[config.mk]
export PLATFORM = sky130hd
export DESIGN_NAME = digit_entry_display_flat
export DESIGN_NICKNAME = d
export VERILOG_FILES = /design/src/rtl/digit_entry_display_if.sv /design/src/rtl/digit_entry_display.sv /design/src/flat_wrapper.sv
export SDC_FILE = /design/constraint.sdc
export NUM_CORES = 1
export LEC_CHECK = 0
export CORE_MARGIN = 2
export CORE_UTILIZATION = 64
export CTS_CLUSTER_DIAMETER = 40
export DETAILED_ROUTE_END_ITERATION = 10
export GPL_TIMING_DRIVEN = 0
export PLACE_DENSITY = 0.88
export SETUP_SLACK_MARGIN = 0.1
export SYNTH_ARGS = -nofsm -noshare
export SYNTH_HDL_FRONTEND = slang
export SYNTH_SLANG_ARGS = --single-unit
[constraint.sdc]
create_clock -name clock -period 5.4 [get_ports clock]
set_input_delay 0.54 -clock clock [delete_from_list [all_inputs] [get_ports clock]]
set_output_delay 0.54 -clock clock [all_outputs]
set_load 0.02 [all_outputs]
[src/rtl/digit_entry_display_if.sv]
// Keypad digit strobe bus between the keypad decoder and the entry buffer.
//   key_valid : one-cycle strobe, key_val is meaningful while high
//   key_val   : 4-bit keypad digit code
// master = keypad decoder side (drives), slave = entry buffer side (receives).
interface digit_entry_display_if;
  logic       key_valid;
  logic [3:0] key_val;

  modport master (output key_valid, output key_val);
  modport slave  (input  key_valid, input  key_val);
endinterface

[src/rtl/digit_entry_display.sv]
// N-digit entry buffer with debounced next/back/clear buttons and an
// active-low, time-multiplexed anode scan for a seven-segment display.
//   clock, reset : system clock, asynchronous active-high reset
//   key_bus      : keypad digit strobe (slave side)
//   btn_next     : raw button, advance cursor
//   btn_back     : raw button, backspace
//   btn_clear    : raw button, clear buffer
//   anode        : active-low digit enables, slot i -> bit NUM_DIGITS-1-i
//   hex_out      : nibble for the currently lit digit
//   number       : packed buffer, slot i = number[4i+3:4i]
//   cursor       : current write slot, 0..NUM_DIGITS
//   full         : cursor == NUM_DIGITS
module digit_entry_display #(
  parameter int          NUM_DIGITS      = 4,
  parameter int          REFRESH_DIV     = 262144,
  parameter int          DEBOUNCE_CYCLES = 1000000,
  parameter int          AUTO_ADVANCE    = 0,
  parameter logic [3:0]  BLANK_CODE      = 4'hF
) (
  input  logic                              clock,
  input  logic                              reset,
  digit_entry_display_if.slave              key_bus,
  input  logic                              btn_next,
  input  logic                              btn_back,
  input  logic                              btn_clear,
  output logic [NUM_DIGITS-1:0]             anode,
  output logic [3:0]                        hex_out,
  output logic [4*NUM_DIGITS-1:0]           number,
  output logic [$clog2(NUM_DIGITS+1)-1:0]   cursor,
  output logic                              full
);
  localparam int CW  = $clog2(NUM_DIGITS + 1);
  localparam int SW  = (NUM_DIGITS > 1) ? $clog2(NUM_DIGITS) : 1;
  localparam int RW  = (REFRESH_DIV > 1) ? $clog2(REFRESH_DIV) : 1;
  localparam int DBW = (DEBOUNCE_CYCLES > 1) ? $clog2(DEBOUNCE_CYCLES) : 1;
  localparam logic [DBW-1:0] DB_MAX  = DBW'(DEBOUNCE_CYCLES - 1);
  localparam logic [RW-1:0]  REF_MAX = RW'(REFRESH_DIV - 1);

  // ---------------- button conditioning ----------------
  // bit 0 = next, bit 1 = back, bit 2 = clear
  logic [2:0] btn_raw;
  logic [2:0] press;
  logic [1:0] fill_reg;
  logic       fill_done;

  assign btn_raw   = {btn_clear, btn_back, btn_next};
  assign fill_done = (fill_reg == 2'd2);

  // Counts the two cycles the synchronisers need to carry real button levels
  // after reset; until then their zeros say nothing about the button.
  always_ff @(posedge clock or posedge reset) begin
    if (reset)           fill_reg <= 2'd0;
    else if (!fill_done) fill_reg <= fill_reg + 2'd1;
  end

  genvar gi;
  generate
    for (gi = 0; gi < 3; gi++) begin : g_btn
      logic           s1_reg, s2_reg, deb_reg, deb_prev_reg, armed_reg;
      logic [DBW-1:0] cnt_reg;

      always_ff @(posedge clock or posedge reset) begin
        if (reset) begin
          s1_reg       <= 1'b0;
          s2_reg       <= 1'b0;
          deb_reg      <= 1'b0;
          deb_prev_reg <= 1'b0;
          armed_reg    <= 1'b0;
          cnt_reg      <= '0;
        end else begin
          s1_reg       <= btn_raw[gi];
          s2_reg       <= s1_reg;
          deb_prev_reg <= deb_reg;
          if (s2_reg != deb_reg) begin
            if (cnt_reg == DB_MAX) begin
              deb_reg <= s2_reg;
              cnt_reg <= '0;
            end else begin
              cnt_reg <= cnt_reg + DBW'(1);
            end
          end else begin
            cnt_reg <= '0;
          end
          // A button held through reset must be seen released before its
          // next rising edge counts as a press.
          if (fill_done && !s2_reg && !deb_reg) armed_reg <= 1'b1;
        end
      end

      assign press[gi] = deb_reg & ~deb_prev_reg & armed_reg;
    end
  endgenerate

  // ---------------- entry buffer ----------------
  logic [3:0]    slot_reg  [NUM_DIGITS];
  logic [3:0]    slot_next [NUM_DIGITS];
  logic [CW-1:0] cursor_reg, cursor_next, cursor_m1;
  logic [SW-1:0] cur_idx, back_idx;
  logic          at_end, key_ok;

  assign at_end    = (cursor_reg == CW'(NUM_DIGITS));
  assign cursor_m1 = cursor_reg - CW'(1);
  assign cur_idx   = cursor_reg[SW-1:0];
  assign back_idx  = cursor_m1[SW-1:0];
  assign key_ok    = key_bus.key_valid && (key_bus.key_val <= 4'd9) && !at_end;

  always_comb begin
    for (int i = 0; i < NUM_DIGITS; i++) slot_next[i] = slot_reg[i];
    cursor_next = cursor_reg;
    if (press[2]) begin
      for (int i = 0; i < NUM_DIGITS; i++) slot_next[i] = BLANK_CODE;
      cursor_next = '0;
    end else if (press[1]) begin
      if (cursor_reg != '0) begin
        cursor_next         = cursor_m1;
        slot_next[back_idx] = BLANK_CODE;
      end else begin
        slot_next[0] = BLANK_CODE;
      end
    end else if (press[0]) begin
      if (!at_end) cursor_next = cursor_reg + CW'(1);
    end else if (key_ok) begin
      slot_next[cur_idx] = key_bus.key_val;
      // key_ok already guarantees cursor < NUM_DIGITS, so no wrap here
      if (AUTO_ADVANCE != 0) cursor_next = cursor_reg + CW'(1);
    end
  end

  always_ff @(posedge clock or posedge reset) begin
    if (reset) begin
      for (int i = 0; i < NUM_DIGITS; i++) slot_reg[i] <= BLANK_CODE;
      cursor_reg <= '0;
    end else begin
      for (int i = 0; i < NUM_DIGITS; i++) slot_reg[i] <= slot_next[i];
      cursor_reg <= cursor_next;
    end
  end

  generate
    for (gi = 0; gi < NUM_DIGITS; gi++) begin : g_pack
      assign number[4*gi +: 4] = slot_reg[gi];
    end
  endgenerate

  assign cursor = cursor_reg;
  assign full   = at_end;

  // ---------------- display scan ----------------
  logic [RW-1:0]         refresh_reg;
  logic [SW-1:0]         scan_reg;
  logic [NUM_DIGITS-1:0] sel_onehot;
  logic [3:0]            sel_val;
  logic [NUM_DIGITS-1:0] anode_reg;
  logic [3:0]            hex_reg;

  assign sel_val = slot_reg[scan_reg];

  // Slot 0 is the leftmost digit, i.e. the most significant anode bit.
  always_comb begin
    sel_onehot = '0;
    for (int i = 0; i < NUM_DIGITS; i++) begin
      if (scan_reg == SW'(i)) sel_onehot[NUM_DIGITS-1-i] = 1'b1;
    end
  end

  always_ff @(posedge clock or posedge reset) begin
    if (reset) begin
      refresh_reg <= '0;
      scan_reg    <= '0;
      anode_reg   <= '1;
      hex_reg     <= BLANK_CODE;
    end else begin
      if (refresh_reg == REF_MAX) begin
        refresh_reg <= '0;
        scan_reg    <= (scan_reg == SW'(NUM_DIGITS - 1)) ? '0 : scan_reg + SW'(1);
      end else begin
        refresh_reg <= refresh_reg + RW'(1);
      end
      // Blank slots light nothing; hex_out keeps the last shown digit.
      if (sel_val == BLANK_CODE) begin
        anode_reg <= '1;
      end else begin
        anode_reg <= ~sel_onehot;
        hex_reg   <= sel_val;
      end
    end
  end

  assign anode   = anode_reg;
  assign hex_out = hex_reg;
endmodule

[src/flat_wrapper.sv]
// flat-port wrapper written by rule: the top's interface ports become plain ports
module digit_entry_display_flat 
#(
  parameter int          NUM_DIGITS      = 4,
  parameter int          REFRESH_DIV     = 262144,
  parameter int          DEBOUNCE_CYCLES = 1000000,
  parameter int          AUTO_ADVANCE    = 0,
  parameter logic [3:0]  BLANK_CODE      = 4'hF
)
  (clock, reset, btn_next, btn_back, btn_clear, anode, hex_out, number, cursor, full, key_bus_key_valid, key_bus_key_val);
  digit_entry_display_if key_bus_i ();
  input  logic clock;
  input  logic reset;
  input  logic btn_next;
  input  logic btn_back;
  input  logic btn_clear;
  output logic [NUM_DIGITS-1:0] anode;
  output logic [3:0] hex_out;
  output logic [4*NUM_DIGITS-1:0] number;
  output logic [$clog2(NUM_DIGITS+1)-1:0] cursor;
  output logic full;
  input wire logic [$bits(key_bus_i.key_valid)-1:0] key_bus_key_valid;
  input wire logic [$bits(key_bus_i.key_val)-1:0] key_bus_key_val;
  assign key_bus_i.key_valid = key_bus_key_valid;
  assign key_bus_i.key_val = key_bus_key_val;
  digit_entry_display #(.NUM_DIGITS(NUM_DIGITS), .REFRESH_DIV(REFRESH_DIV), .DEBOUNCE_CYCLES(DEBOUNCE_CYCLES), .AUTO_ADVANCE(AUTO_ADVANCE), .BLANK_CODE(BLANK_CODE)) u_core (.clock(clock), .reset(reset), .key_bus(key_bus_i), .btn_next(btn_next), .btn_back(btn_back), .btn_clear(btn_clear), .anode(anode), .hex_out(hex_out), .number(number), .cursor(cursor), .full(full));
endmodule
# Word level (Yosys, flattened, before mapping)
# Index checks and enable logic that the tools add are counted.
# W data, S select, Z words.
[word_totals] reg_bits=124 input_bits=10 out_inout_bits=28 word_cells=131
[op_classes] addsub=8 order_cmp=6 eq_ne=16 mux=32 bitwise=14 reduce_logical=27
[ops] cell="$mux W20" count=6
[ops] cell="$mux W16" count=4
[ops] cell="$add A20 B1 Y20 const B" count=3
[ops] cell="$eq A20 B20 Y1 const B" count=3
[ops] cell="$mux W4" count=6
[ops] cell="$add A18 B1 Y18 const B" count=1
[ops] cell="$eq A18 B18 Y1 const B" count=1
[ops] cell="$mux W18" count=1
[ops] cell="$bwmux W16" count=1
[ops] cell="$demux W4 S2" count=2
[ops] cell="$or A16 B16 Y16" count=1
[ops] cell="$mux W3" count=5
[ops] cell="$mux W12" count=1
[ops] cell="$logic_and A1 B1 Y1" count=10
[ops] cell="$ge A3 B3 Y1 const B" count=3
[ops] cell="$not A2 Y3" count=3
[ops] cell="$reduce_bool A3 Y1" count=3
[ops] cell="$bmux W4 S2" count=1
[ops] cell="$reduce_and A2 Y1" count=4
[ops] cell="$logic_not A1 Y1" count=7
[ops] cell="$and A1 B1 Y1" count=6
[ops] cell="$eq A2 B2 Y1 const B" count=3
[ops] cell="$lt A3 B1 Y1 const B" count=2
[ops] cell="$ne A3 B1 Y1 const B" count=2
[ops] cell="15 further kinds" count=24

# Logic depth before layout (Yosys ltp)
[depth] depth_word=10 mapped_depth=6

# Least setup slack after synthesis
# No wires, ideal clock.
[synth_timing] kind="reg2reg" start="register u_core.cursor_reg[0] (netlist: u_core.cursor[0])" end="register u_core.slot_reg (netlist bit u_core.number[10])" arrival_time_ns=2.172 required_ns=5.320 slack_ns=3.148 path_stages_with_launch=7 path_buffers=0 synth_period_minus_slack_ns=2.252 cell_sequence="dfrtp_1 > inv_1 > ha_1 > and2_1 > nor4b_1 > nand3_1 > o22a_1"
[synth_rtl] element="start, declared" line="digit_entry_display.sv:97" rtl="logic [CW-1:0] cursor_reg, cursor_next, cursor_m1;"
[synth_rtl] element="start signal, assigned" line="digit_entry_display.sv:135" rtl="cursor_reg <= cursor_next;"
[synth_rtl] element="$eq A3 B3 Y1" line="digit_entry_display.sv:101" rtl="assign at_end = (cursor_reg == CW'(NUM_DIGITS));"
[synth_rtl] element="named net full" line="flat_wrapper.sv:21" rtl="output logic full;"
[synth_rtl] element="$logic_not A1 Y1" line="digit_entry_display.sv:105" rtl="assign key_ok = key_bus.key_valid && (key_bus.key_val <= 4'd9) && !at_end;"
[synth_rtl] element="$logic_and A1 B1 Y1" line="digit_entry_display.sv:105"
[synth_rtl] element="$reduce_bool A3 Y1 (no line)"
[synth_rtl] element="$reduce_and A3 Y1 (no line)"
[synth_rtl] element="end, declared" line="digit_entry_display.sv:95" rtl="logic [3:0] slot_reg [NUM_DIGITS];"
# The timed path passes the listed nets, and every way through them passes these cells. The select of a mux whose other input is x is not followed.
# A chain may end at the register's enable or synchronous reset.

# Final worst setup path
[layout_timing] start="register u_core.cursor_reg[0] (netlist: u_core.cursor[0])" end="output full"
[layout_via] elab_chain_cells=1
[layout_lines] element="$eq A3 B3 Y1" line="digit_entry_display.sv:101"
[layout_lines] element="end, declared" line="flat_wrapper.sv:21"
# Every way passes these cells.

==> results.cfg <==
[route]
drtIter0Drc = 315
num_vias = 4578
routed.top_layer = met4
wl_met3_um = 622
drcViolationCount = 0
via_per_inst = 6.28
firstDrtPassIters = 5
wl_met1_um = 5180
ant_nets = 0
routed_wl_um = 13100
wl_met2_um = 6980
wire_per_inst_um = 18.0

[die]
fp.dieH_um = 99.9
die_area_um2 = 9980
rows = 34
die_x_um = 99.9
start_util_pct = 66.9
coreArea_um2 = 8810
ioPinCount = 38

[sta]
fmax_mhz = 363
worst_clock_skew_ps = 8.50
timing.final.crit_share_pct = 51.0
rsz0062_at_grt = no
hold_viol_final = 0
setup_tns_ps = 0
tightest_slew_ps = 1180
slew_headroom_pct = 20.1
finalSetupViolCount = 0
whs_ps = 349
fin_crit_ps = 2750
final_max_slew_viol_count = 0

[layout]
regArea_um2 = 3130
largest_reg_flops = 60
antenna_cells = 0
layout_common_cells = 100 x dfrtp_1, 77 x nor2_1, 41 x xnor2_1
fin_cells = 729
final_common_cell = dfrtp_1
filler_cell_count = 456
multi_input_area_um2 = 2620
final_layout_size_suffix_gt1_share_pct = 13.0
finalNetCount = 632
area_delta_synth_final_pct = 20.3

[clock_tree]
cts.htree.levels = 4
clock_sinks = 124
cts-resized-gates = 0
hold_buffers = 0
cts_tree = yes
cts_setup_buffers = 0
cts_root_buf = clkbuf_8
clk_path_buf_depth = 2
cts_buffers = 17
path_clk_slew_ps = 60
insertion_delay_ps = 530

[synth]
synth_adder_area_share_pct = 2.98
ys_types = 49
syn_inst = 551
synth_compound_area_share_pct = 7.97
netlist_area_um2 = 5890
synth_top_cell_by_area = dfrtp_1
yosys.area_share.xor_xnor_pct = 9.08
yosysWarnings = 0
yosysSeqAreaShare_pct = 53.2
synth_ff_type = dfrtp_1
synthArstFlopShare_pct = 100
synth_top_family_by_area = simple AND/OR/NAND/NOR gates
synth-edff-count = 0
synth.avg_cell_area_um2 = 10.7
synthSimpleGateAreaFrac_pct = 21.6
synth_area_leaders = dfrtp_1 43%, dfstp_2 11%, xnor2_1 6.1%
syn_nets = 575
synth.area.mux_share_pct = 2.87
ys_ff_latch = 124
synth_top_cell_area_share_pct = 42.5

[worst_setup_path]
start_kind = flip-flop
crit_fanout = 5
r2r_end = u_core.number[9]
r2r-start = u_core.cursor[0]
crit_path_end = full
rr_worst_depth = 6
crit_required_ps = 4860
worstPathArrival_ps = 2210
crit_start = u_core.cursor[0]
criticalPathCategory = flip-flop to primary output
end_kind = primary output
rrSetupSlack_ps = 2650

[global_route]
grt_use_total_pct = 28.0
grt_pass1_wl_um = 21900
antenna_found_initial = 0
grt_max_degree = 87
grt_overflow = 0
grt_pass1_vias = 4635

[pwr]
irDropWorstVdd_uv = 306
p_leak_nw = 2.88
power.density_nw_per_um2 = 334

[placement]
io_buffers = 37
gp_congestion = 0.897
hpwl_um = 8170
dp_cells = 697

[flow_run]
maxCapViolCount = 0

[run_status]
outcome = finished, final reports clean

[worst_hold_path]
hold_path_depth = 0
hold_path_class = flip-flop to flip-flop
-- per-stage QoR --
stage / setup WS (ps) / area [µm²] / util [%] / power, mW
floorplan: 1600 / 5890 / - / 1.05
global placement: 137 / 6390 / 72.6 / 1.09
detailed placement: 2590 / 6420 / 73.0 / 1.10
CTS: 2650 / 7080 / 80.4 / 2.37
global route: 2580 / 7080 / 80.4 / 2.42
finish: 2650 / 7080 / 80.4 / 2.36
-- worst min path at each step --
| stage | start | endpoint | slack [ps] |
|---|---|---|---|
| after global placement | u_core.g_btn[0].s1_reg | u_core.g_btn[0].s2_reg | 340 |
| after CTS | u_core.g_btn[0].s1_reg | u_core.g_btn[0].s2_reg | 350 |
| after floorplan | u_core.g_btn[0].s1_reg | u_core.g_btn[0].s2_reg | 330 |
| after detailed placement | u_core.g_btn[0].s1_reg | u_core.g_btn[0].s2_reg | 340 |
| final | u_core.g_btn[0].s1_reg | u_core.g_btn[0].s2_reg | 350 |
| after global routing | u_core.g_btn[1].s1_reg | u_core.g_btn[1].s2_reg | 360 |
-- cell families (layout without fill, tap and decap cells) --
group | Yosys count | after routing
xor gates and xnor gates | 61 | 61
and+or+nand+nor | 241 | 241
AOI/OAI and AO/OA | 66 | 66
adders and majority gates | 14 | 14
muxes | 11 | 11
buffers and inverters | 34 | 104
DFF | 124 | 124
-- area by class of cell --
cell class                 count  share of cell area [%]
sequential                   124                    44.2
buffer                        12                   0.742
clock inverter                14                    3.39
tap                          108                    1.91
timing repair buffer          38                    5.62
inverter                      22                    1.24
multi-input combinational    393                    37.0
clock buffer                  18                    5.90
-- synth_stat cells (6+ instances only) --
cell type    n
nand2_1     28
and3_1       9
nand4_1     21
nor4_1      16
mux2_2       7
o22a_1      16
nor3_1      11
dfstp_2     24
xnor2_1     41
o21ai_0     12
ha_1        14
or3_1       10
dfrtp_1    100
or4_1        6
inv_1       22
a21oi_1     14
nand3_1     34
clkbuf_1     8
nor2_1      77
xor2_1      20
-- critical path: stages (launching register included) --
cell and delay [ps]:
dfrtp_1 430, inv_1 170, ha_1 270, and2_1 200, clkdlybuf4s50_1 620
-- where the power goes --
group	internal, mW	leakage (nW)	switching (mW)
registers	0.956	1.59	0.0163
clock network	0.846	0.316	0.429
logic	0.0468	0.976	0.0699
-- per-layer routing --
layer | track usage (%) | vias up
li1 | - | 2092
met1 | 33.5 | 2289
met2 | 48.0 | 164
met3 | 7.52 | 33
met4 | 12.0 | 0
met5 | 0 | -
(Power assumes the default switching activity.)
